## config.mk

```make
export PLATFORM = sky130hd
export DESIGN_NAME = cdec8_seq
export DESIGN_NICKNAME = d
export VERILOG_FILES = /design/src/rtl/cdec8_seq.sv
export SDC_FILE = /design/constraint.sdc
export NUM_CORES = 1
export LEC_CHECK = 0
export BUFFER_PORTS_ARGS = -buffer_cell sky130_fd_sc_hd__buf_4
export CAP_MARGIN = 20
export CORE_MARGIN = 2
export CORE_UTILIZATION = 37
export CTS_CLUSTER_DIAMETER = 120
export CTS_CLUSTER_SIZE = 12
export DETAILED_ROUTE_END_ITERATION = 8
export PLACE_DENSITY_LB_ADDON = 0.15
export SLEW_MARGIN = 10
export SYNTH_ARGS = -nofsm -noshare
export SYNTH_HDL_FRONTEND = slang
export SYNTH_SLANG_ARGS = --single-unit
```

## constraint.sdc

```tcl
create_clock -name clock -period 2.5 [get_ports clock]
set_input_delay 0.125 -clock clock [delete_from_list [all_inputs] [get_ports clock]]
set_output_delay 0.125 -clock clock [all_outputs]
set_load 0.01 [all_outputs]
```

## src/rtl/cdec8_seq.sv

```systemverilog
// CDEC8 microsequencer: drives the 15-bit datapath control word from a fetch / operand /
// execute FSM, with run/single-step gating and a state code for the debug monitor.
module cdec8_seq #(
    parameter logic [4:0] ALU_THX = 5'h00,
    parameter logic [4:0] ALU_INC = 5'h01,
    parameter logic [4:0] ALU_ADD = 5'h08
) (
    input  logic        clock,
    input  logic        reset_N,
    input  logic [7:0]  I,
    input  logic [2:0]  SZCy,
    input  logic        run,
    input  logic        step,
    output logic [14:0] ctrl,
    output logic [7:0]  state,
    output logic        halted,
    output logic        illegal,
    output logic        inst_done
);
    typedef enum logic [4:0] {
        ST_RST  = 5'h00, ST_F0 = 5'h01, ST_F1 = 5'h02, ST_F2 = 5'h03, ST_F3 = 5'h04,
        ST_O0   = 5'h05, ST_O1 = 5'h06, ST_O2 = 5'h07,
        ST_E0   = 5'h08, ST_E1 = 5'h09, ST_E2 = 5'h0A,
        ST_WAIT = 5'h1E, ST_HALT = 5'h1F
    } state_t;

    localparam logic [2:0] XS_PC = 3'd0, XS_R = 3'd4, XS_RDR = 3'd5, XS_FF = 3'd7;
    localparam logic [2:0] XD_PC = 3'd0, XD_MAR = 3'd4, XD_WDR = 3'd5, XD_T = 3'd6, XD_I = 3'd7;
    localparam logic [1:0] MM_NONE = 2'b00, MM_RD = 2'b10, MM_WR = 2'b01;

    state_t     state_q, state_d, eff_st, fin_st;
    logic       illegal_q, illegal_d;
    logic       step_q, step_d;
    logic [1:0] mmrw;
    logic       fwr, rwr;
    logic [2:0] xdst, xsrc;
    logic [4:0] aluop;

    logic [3:0] op;
    logic [1:0] rd, rs;
    logic [2:0] rd_code, rs_code;
    logic [4:0] alu_rr;
    logic       needs_opnd, bad, cond, step_rise;

    always_comb begin
        op      = I[7:4];
        rd      = I[3:2];
        rs      = I[1:0];
        rd_code = 3'(rd) + 3'd1;
        rs_code = 3'(rs) + 3'd1;
        alu_rr  = ALU_ADD + 5'(op) - 5'd6;
        needs_opnd = (op == 4'h3) || (op == 4'h4) || (op == 4'h5) || (op == 4'hC) || (op == 4'hD);
        case (op)
            4'h2, 4'h6, 4'h7, 4'h8, 4'h9, 4'hA: bad = (rd == 2'd3) || (rs == 2'd3);
            4'h3, 4'h4, 4'hB:                   bad = (rd == 2'd3);
            4'h5:                               bad = (rs == 2'd3);
            4'hE, 4'hF:                         bad = 1'b1;
            default:                            bad = 1'b0;
        endcase
        case (rs)
            2'd0:    cond = SZCy[1];
            2'd1:    cond = SZCy[0];
            2'd2:    cond = SZCy[2];
            default: cond = 1'b1;
        endcase
    end

    // I is only valid one cycle after F3, so F3 always moves to O0 and O0 turns into E0
    // for ops without an operand byte (or illegal ones); cycle counts match a decode at F3.
    assign eff_st    = (state_q == ST_O0 && (!needs_opnd || bad)) ? ST_E0 : state_q;
    assign fin_st    = run ? ST_F0 : ST_WAIT;
    assign step_rise = step & ~step_q;

    always_comb begin
        mmrw      = MM_NONE;
        fwr       = 1'b0;
        rwr       = 1'b0;
        xdst      = XD_T;
        aluop     = ALU_THX;
        xsrc      = XS_FF;
        state_d   = state_q;
        illegal_d = illegal_q;
        step_d    = step;
        inst_done = 1'b0;
        case (eff_st)
            ST_RST: state_d = ST_F0;
            ST_F0:  begin xdst = XD_MAR; xsrc = XS_PC; state_d = ST_F1; end
            ST_F1:  begin mmrw = MM_RD; xsrc = XS_PC; aluop = ALU_INC; rwr = 1'b1; state_d = ST_F2; end
            ST_F2:  begin xdst = XD_PC; xsrc = XS_R; state_d = ST_F3; end
            ST_F3:  begin xdst = XD_I; xsrc = XS_RDR; state_d = ST_O0; end
            ST_O0:  begin xdst = XD_MAR; xsrc = XS_PC; state_d = ST_O1; end
            ST_O1:  begin mmrw = MM_RD; xsrc = XS_PC; aluop = ALU_INC; rwr = 1'b1; state_d = ST_O2; end
            ST_O2:  begin xdst = XD_PC; xsrc = XS_R; state_d = ST_E0; end
            ST_E0: begin
                if (bad) begin
                    illegal_d = 1'b1;
                    state_d   = ST_HALT;
                end else begin
                    inst_done = 1'b1;
                    state_d   = fin_st;
                    case (op)
                        4'h1: state_d = ST_HALT;
                        4'h2: begin xdst = rd_code; xsrc = rs_code; end
                        4'h3: begin xdst = rd_code; xsrc = XS_RDR; end
                        4'h4, 4'h5: begin
                            xdst = XD_MAR; xsrc = XS_RDR; inst_done = 1'b0; state_d = ST_E1;
                        end
                        4'h6, 4'h7, 4'h8, 4'h9, 4'hA: begin
                            xsrc = rs_code; inst_done = 1'b0; state_d = ST_E1;
                        end
                        4'hB: begin
                            xsrc = rd_code; aluop = ALU_INC; rwr = 1'b1; fwr = 1'b1;
                            inst_done = 1'b0; state_d = ST_E1;
                        end
                        4'hC: begin xdst = XD_PC; xsrc = XS_RDR; end
                        4'hD: if (cond) begin xdst = XD_PC; xsrc = XS_RDR; end
                        default: ;
                    endcase
                end
            end
            ST_E1: begin
                state_d = ST_E2;
                case (op)
                    4'h4: mmrw = MM_RD;
                    4'h5: begin xdst = XD_WDR; xsrc = rs_code; end
                    4'hB: begin xdst = rd_code; xsrc = XS_R; inst_done = 1'b1; state_d = fin_st; end
                    default: begin xsrc = rd_code; aluop = alu_rr; rwr = 1'b1; fwr = 1'b1; end
                endcase
            end
            ST_E2: begin
                inst_done = 1'b1;
                state_d   = fin_st;
                case (op)
                    4'h4:    begin xdst = rd_code; xsrc = XS_RDR; end
                    4'h5:    mmrw = MM_WR;
                    default: begin xdst = rd_code; xsrc = XS_R; end
                endcase
            end
            ST_WAIT: if (run || step_rise) state_d = ST_F0;
            ST_HALT: ;
            default: state_d = ST_RST;
        endcase
    end

    always_ff @(posedge clock or negedge reset_N) begin
        if (!reset_N) begin
            state_q   <= ST_RST;
            illegal_q <= 1'b0;
            step_q    <= 1'b0;
        end else begin
            state_q   <= state_d;
            illegal_q <= illegal_d;
            step_q    <= step_d;
        end
    end

    assign ctrl    = {mmrw, fwr, rwr, xdst, aluop, xsrc};
    assign state   = {3'b000, eff_st};
    assign halted  = (state_q == ST_HALT);
    assign illegal = illegal_q;
endmodule
```

### Word level (Yosys, flattened, before mapping)

Cells that the tools add are included.

* register bits after elaboration: 7
* logic and storage cells: 105
* output and inout bits: 26
* input port bits: 15

* add/subtract/negate cells: 4
* reduce and logical (&&, ||, !) cells: 25
* bitwise operators: 3
* mux-type cells: 36
* equal/unequal tests: 34

Operator list (count)
* one-hot mux 5 bit (13 select lines): 1
* one-hot mux 3 bit (6 select lines): 2
* == test 4 bit, second input constant: 8
* 2-to-1 mux 5 bit: 6
* == test 5 x 3 -> 1 bit, second input constant: 5
* one-hot mux 3 bit (4 select lines): 2
* == test 4 x 3 -> 1 bit, second input constant: 4
* == test 5 x 4 -> 1 bit, second input constant: 3
* == test 5 bit, second input constant: 3
* one-hot mux 5 bit (3 select lines): 1
* 2-to-1 mux 3 bit: 4
* OR reduction 2 bit: 6
* == test 5 x 2 -> 1 bit, second input constant: 2
* one-hot mux 5 bit (2 select lines): 1
* one-hot mux 1 bit (3 select lines): 3
* one-hot mux 3 bit (3 select lines): 1
* == test 4 x 2 -> 1 bit, second input constant: 2
* 2-to-1 mux 1 bit: 8
* OR reduction 4 bit: 2
* OR reduction 8 bit: 1
* logical OR 1 bit: 7
* adder 2 x 1 -> 3 bit, second input constant: 2
* == test 2 bit, second input constant: 3
* one-hot mux 2 bit (3 select lines): 1
* 20 further kinds: 24

### Depth between registers and ports, before layout

* depth in word-level cells: 12
* mapped depth: 8
* depth with buffers taken out: 7

### Worst setup path after synthesis

Ideal clock, no wire load.

* path type: input to output
* start: in I[0]
* end: out ctrl[11]
* arrival time: 1761 ps
* path buffers: 2
* path slack: 614 ps
* required time: 2375 ps
* stages on the path: 7
* path through: ha_1 -> buf_2 -> a21o_1 -> a221o_1 -> or4b_4 -> nand3_1 -> buf_4

* cells in the longest elaborated chain, start to end: 9
* elaborated cells on any way between the ends: 13

Ends and longest elaborated chain
* start, declared: RTL line 10 `input logic [7:0] I,`
* == test 2 bit (*): RTL line 54, 56
* logical OR 1 bit: RTL line 54 `4'h2, 4'h6, 4'h7, 4'h8, 4'h9, 4'hA: bad = (rd == 2'd3) || (rs == 2'd3);`
* one-hot mux 1 bit (4 select lines) (*): RTL line 53 `case (op)`
* logical OR 1 bit: RTL line 70 `assign eff_st = (state_q == ST_O0 && (!needs_opnd || bad)) ? ST_E0 : state_q;`
* logical AND 1 bit: RTL line 70
* 2-to-1 mux 5 bit: RTL line 70
* == test 5 x 3 -> 1 bit / == test 5 x 2 -> 1 bit (equally long branches): RTL line 85 `case (eff_st)`
* OR reduction 2 bit (no source line)
* one-hot mux 1 bit (3 select lines) (*): RTL line 85
* end, declared: RTL line 14 `output logic [14:0] ctrl,`

Every way passes the cells marked *; elsewhere a longest branch is shown, timed or not.

### Worst setup path in the final report

* start: reg state_q[2]
* end: out ctrl[3]

* cells in the longest elaborated chain, start to end: 6
* elaborated cells on any way between the ends: 9

Ends and longest elaborated chain
* start, declared: RTL line 31 `state_t state_q, state_d, eff_st, fin_st;`
* start signal, assigned: RTL line 151 `state_q <= state_d;`
* == test 5 x 3 -> 1 bit: RTL line 70
* logical AND 1 bit: RTL line 70
* 2-to-1 mux 5 bit (*): RTL line 70
* == test 5 x 3 -> 1 bit / == test 5 x 2 -> 1 bit (equally long branches): RTL line 85
* OR reduction 2 bit (no source line)
* one-hot mux 5 bit (3 select lines) (*): RTL line 85

Marks and branches as above.

==> results.json <==
{
  "status": "completed",
  "rsz0062_at_grt": "false",
  "drcViolationCount": 0,
  "cp-end-kind": "output port",
  "ir_drop_mv": 0.537,
  "tns_ns": 0,
  "grt_remaining_overflow": 0,
  "rr_endpoint": "state_q[0]$_DFFE_PN0P_",
  "cts_tree": "done",
  "hold_viol": 0,
  "clockBufferDepth": 2,
  "netlist_top_cells_area": "dfrtp_1 (12%), nor2_1 (7.1%), a21oi_1 (5.3%)",
  "drive_gt1_frac": 0.220,
  "hold_buffers": 1,
  "synth_edf_count": 0,
  "multi_input_area_um2": 1110,
  "io_buffers": 37,
  "htreeDepth": 1,
  "dp.cells": 284,
  "syn_area_um2": 1430,
  "p_int_uw": 801,
  "slew_headroom": 0.672,
  "p_clk_frac": 0.104,
  "finClkSkew_ns": 0.00135,
  "numCtsBuffers": 3,
  "synthMostInstantiatedCell": "nor2_1",
  "ys_seq_area_frac": 0.123,
  "drt_iter0_drc": 121,
  "switching_share": 0.494,
  "antenna_found_initial": 0,
  "io_pins": 41,
  "first_pass_iters": 4,
  "clk_pin_slew_ns": 0.04,
  "r2r_slack_ns": 0.53,
  "wl_per_cell_um": 15.8,
  "fillers": 404,
  "grt_pass1_wl_um": 7690,
  "drv_slew": 0,
  "nets": 263,
  "reg2reg_from": "state_q[3]$_DFFE_PN0P_",
  "maxCapViolCount": 0,
  "fin_cells": 289,
  "crit_path_end": "ctrl[3]",
  "gp_congestion": 0.926,
  "rr_worst_depth": 5,
  "setup_violations": 0,
  "synth_top_area_cell": "dfrtp_1",
  "powerDensity_nw_per_um2": 899,
  "synth.avg_cell_area_um2": 6.67,
  "p_leak_uw": 0.000792,
  "finalCriticalPeriod_ns": 2.26,
  "p_sw_uw": 780,
  "start_util": 0.387,
  "num_vias": 1739,
  "totalPowerFinal_uw": 1580,
  "dieWidth_um": 66.1,
  "ys_top_cells_by_count": "nor2_1 (27), nand2_1 (19), a21oi_1 (15), clkbuf_1 (12)",
  "comb_power_share": 0.733,
  "startpoint": "state_q[2]$_DFFE_PN0P_",
  "netlist.area_leader.share": 0.123,
  "ys_warn_count": 0,
  "die_y_um": 66.1,
  "fmax_mhz": 442,
  "vias_per_cell": 6.02,
  "cts.sinks": 7,
  "hold_path_class": "primary input to register",
  "required_ns": 2.38,
  "area_growth_pct": 23.2,
  "grt_max_degree": 28,
  "die_area_um2": 4370,
  "n_antenna_cell": 0,
  "seqPwrFrac": 0.163,
  "root_buffer": "clkbuf_8",
  "clock_latency_ns": 0.23,
  "ys_seq_elements": 7,
  "drtAntennaViolNets": 0,
  "arrival_ns": 2.14,
  "coreArea_um2": 3690,
  "ys_async_sr_fraction": 1.00,
  "crit_fanout": 12,
  "totalWireLength_um": 4570,
  "worstSetupStartpointType": "register",
  "grt_use_total": 0.223,
  "syn_inst": 214,
  "rows": 22,
  "cts_resized": 0,
  "place_hpwl_um": 3420,
  "synth_cell_type_count": 63,
  "grt_pass1_vias": 1612,
  "cts_setup_buffers": 0,
  "tightestPinTransition_ns": 0.484,
  "final.period_utilization": 0.904,
  "layout.area.seq_um2": 175,
  "setup.worst_path.class": "register to output port",
  "synth_ff_type": "dfrtp_1",
  "hold_slack_ns": 0.00814
}
[final cells by class]
type | count | share of cell area
multi-input cells | 175 | 0.630
repair buffers | 43 | 0.185
flip-flops and latches | 7 | 0.0996
well taps | 48 | 0.0342
clock buffers | 4 | 0.0256
inverters | 12 | 0.0256
[power by group through the flow]
stage / clock network (uW) / registers, uW / logic [uW]
2_1_floorplan: 0 / 197 / 747
3_3_place_gp: 0 / 259 / 1150
3_5_place_dp: 0 / 256 / 1140
4_1_cts: 166 / 253 / 1150
5_1_grt: 178 / 270 / 1270
6_report: 164 / 257 / 1160
[metrics by stage]
| step | worst slack (ns) | cell area [um^2] | utilization |
|---|---|---|---|
| 2_1_floorplan | 0.614 | 1430 | - |
| 3_3_place_gp | 0.378 | 1700 | 0.462 |
| 3_5_place_dp | 0.330 | 1700 | 0.462 |
| 4_1_cts | 0.268 | 1760 | 0.477 |
| 5_1_grt | 0.0650 | 1760 | 0.477 |
| 6_report | 0.239 | 1760 | 0.477 |
[sequential cells by signal, summed over array words and instances (netlist names)]
signal / cells
step_q: 1
state_q: 5
illegal: 1
[worst max-delay path, cell delays in order (launching register included)]
cell	delay, ns
dfrtp_1	0.55
inv_1	0.17
nor2_1	0.13
a41o_1	0.30
or4b_4	0.51
o211ai_1	0.10
buf_4	0.15
[cells in the final DEF, fill, tap and decap left out, drive strengths merged, types with 4 or more instances in the layout]
| cell type | n |
|---|---|
| o21a | 4 |
| ha | 6 |
| o21ai | 14 |
| nand3 | 9 |
| nand2b | 6 |
| nor2 | 27 |
| a21oi | 15 |
| nor2b | 5 |
| nand2 | 19 |
| buf | 42 |
| nor4b | 4 |
| clkbuf | 4 |
| nor3b | 5 |
| inv | 12 |
| dfrtp | 7 |
[routing by layer]
| layer | wire length (um) | track usage |
|---|---|---|
| met5 | 0 | 0 |
| met3 | 353 | 0.0511 |
| met1 | 2110 | 0.308 |
| met4 | 68 | 0.0714 |
| met2 | 2040 | 0.339 |
[worst min-delay path by stage]
stage               startpoint             endpoint  slack [ns]  cells past startpoint
floorplan              reset_N  illegal$_DFFE_PN0P_       -0.17                      0
global placement       reset_N     step_q$_DFF_PN0_       -0.06                      1
detailed placement     reset_N     step_q$_DFF_PN0_       -0.06                      1
CTS                       step     step_q$_DFF_PN0_       0.006                      1
global route              step     step_q$_DFF_PN0_       0.003                      1
finish                    step     step_q$_DFF_PN0_       0.008                      1
[cell families after synthesis]
kind of cell    after synthesis  share of synthesized area
simple gates                 88                      0.330
compound gates               76                      0.373
buf+inv                      34                      0.106
flops                         7                      0.123
fa+ha+maj                     6                     0.0526
other cells                   1                    0.00263
xor+xnor                      1                    0.00614
mux                           1                    0.00702
Power figures use the tool's default switching activity.
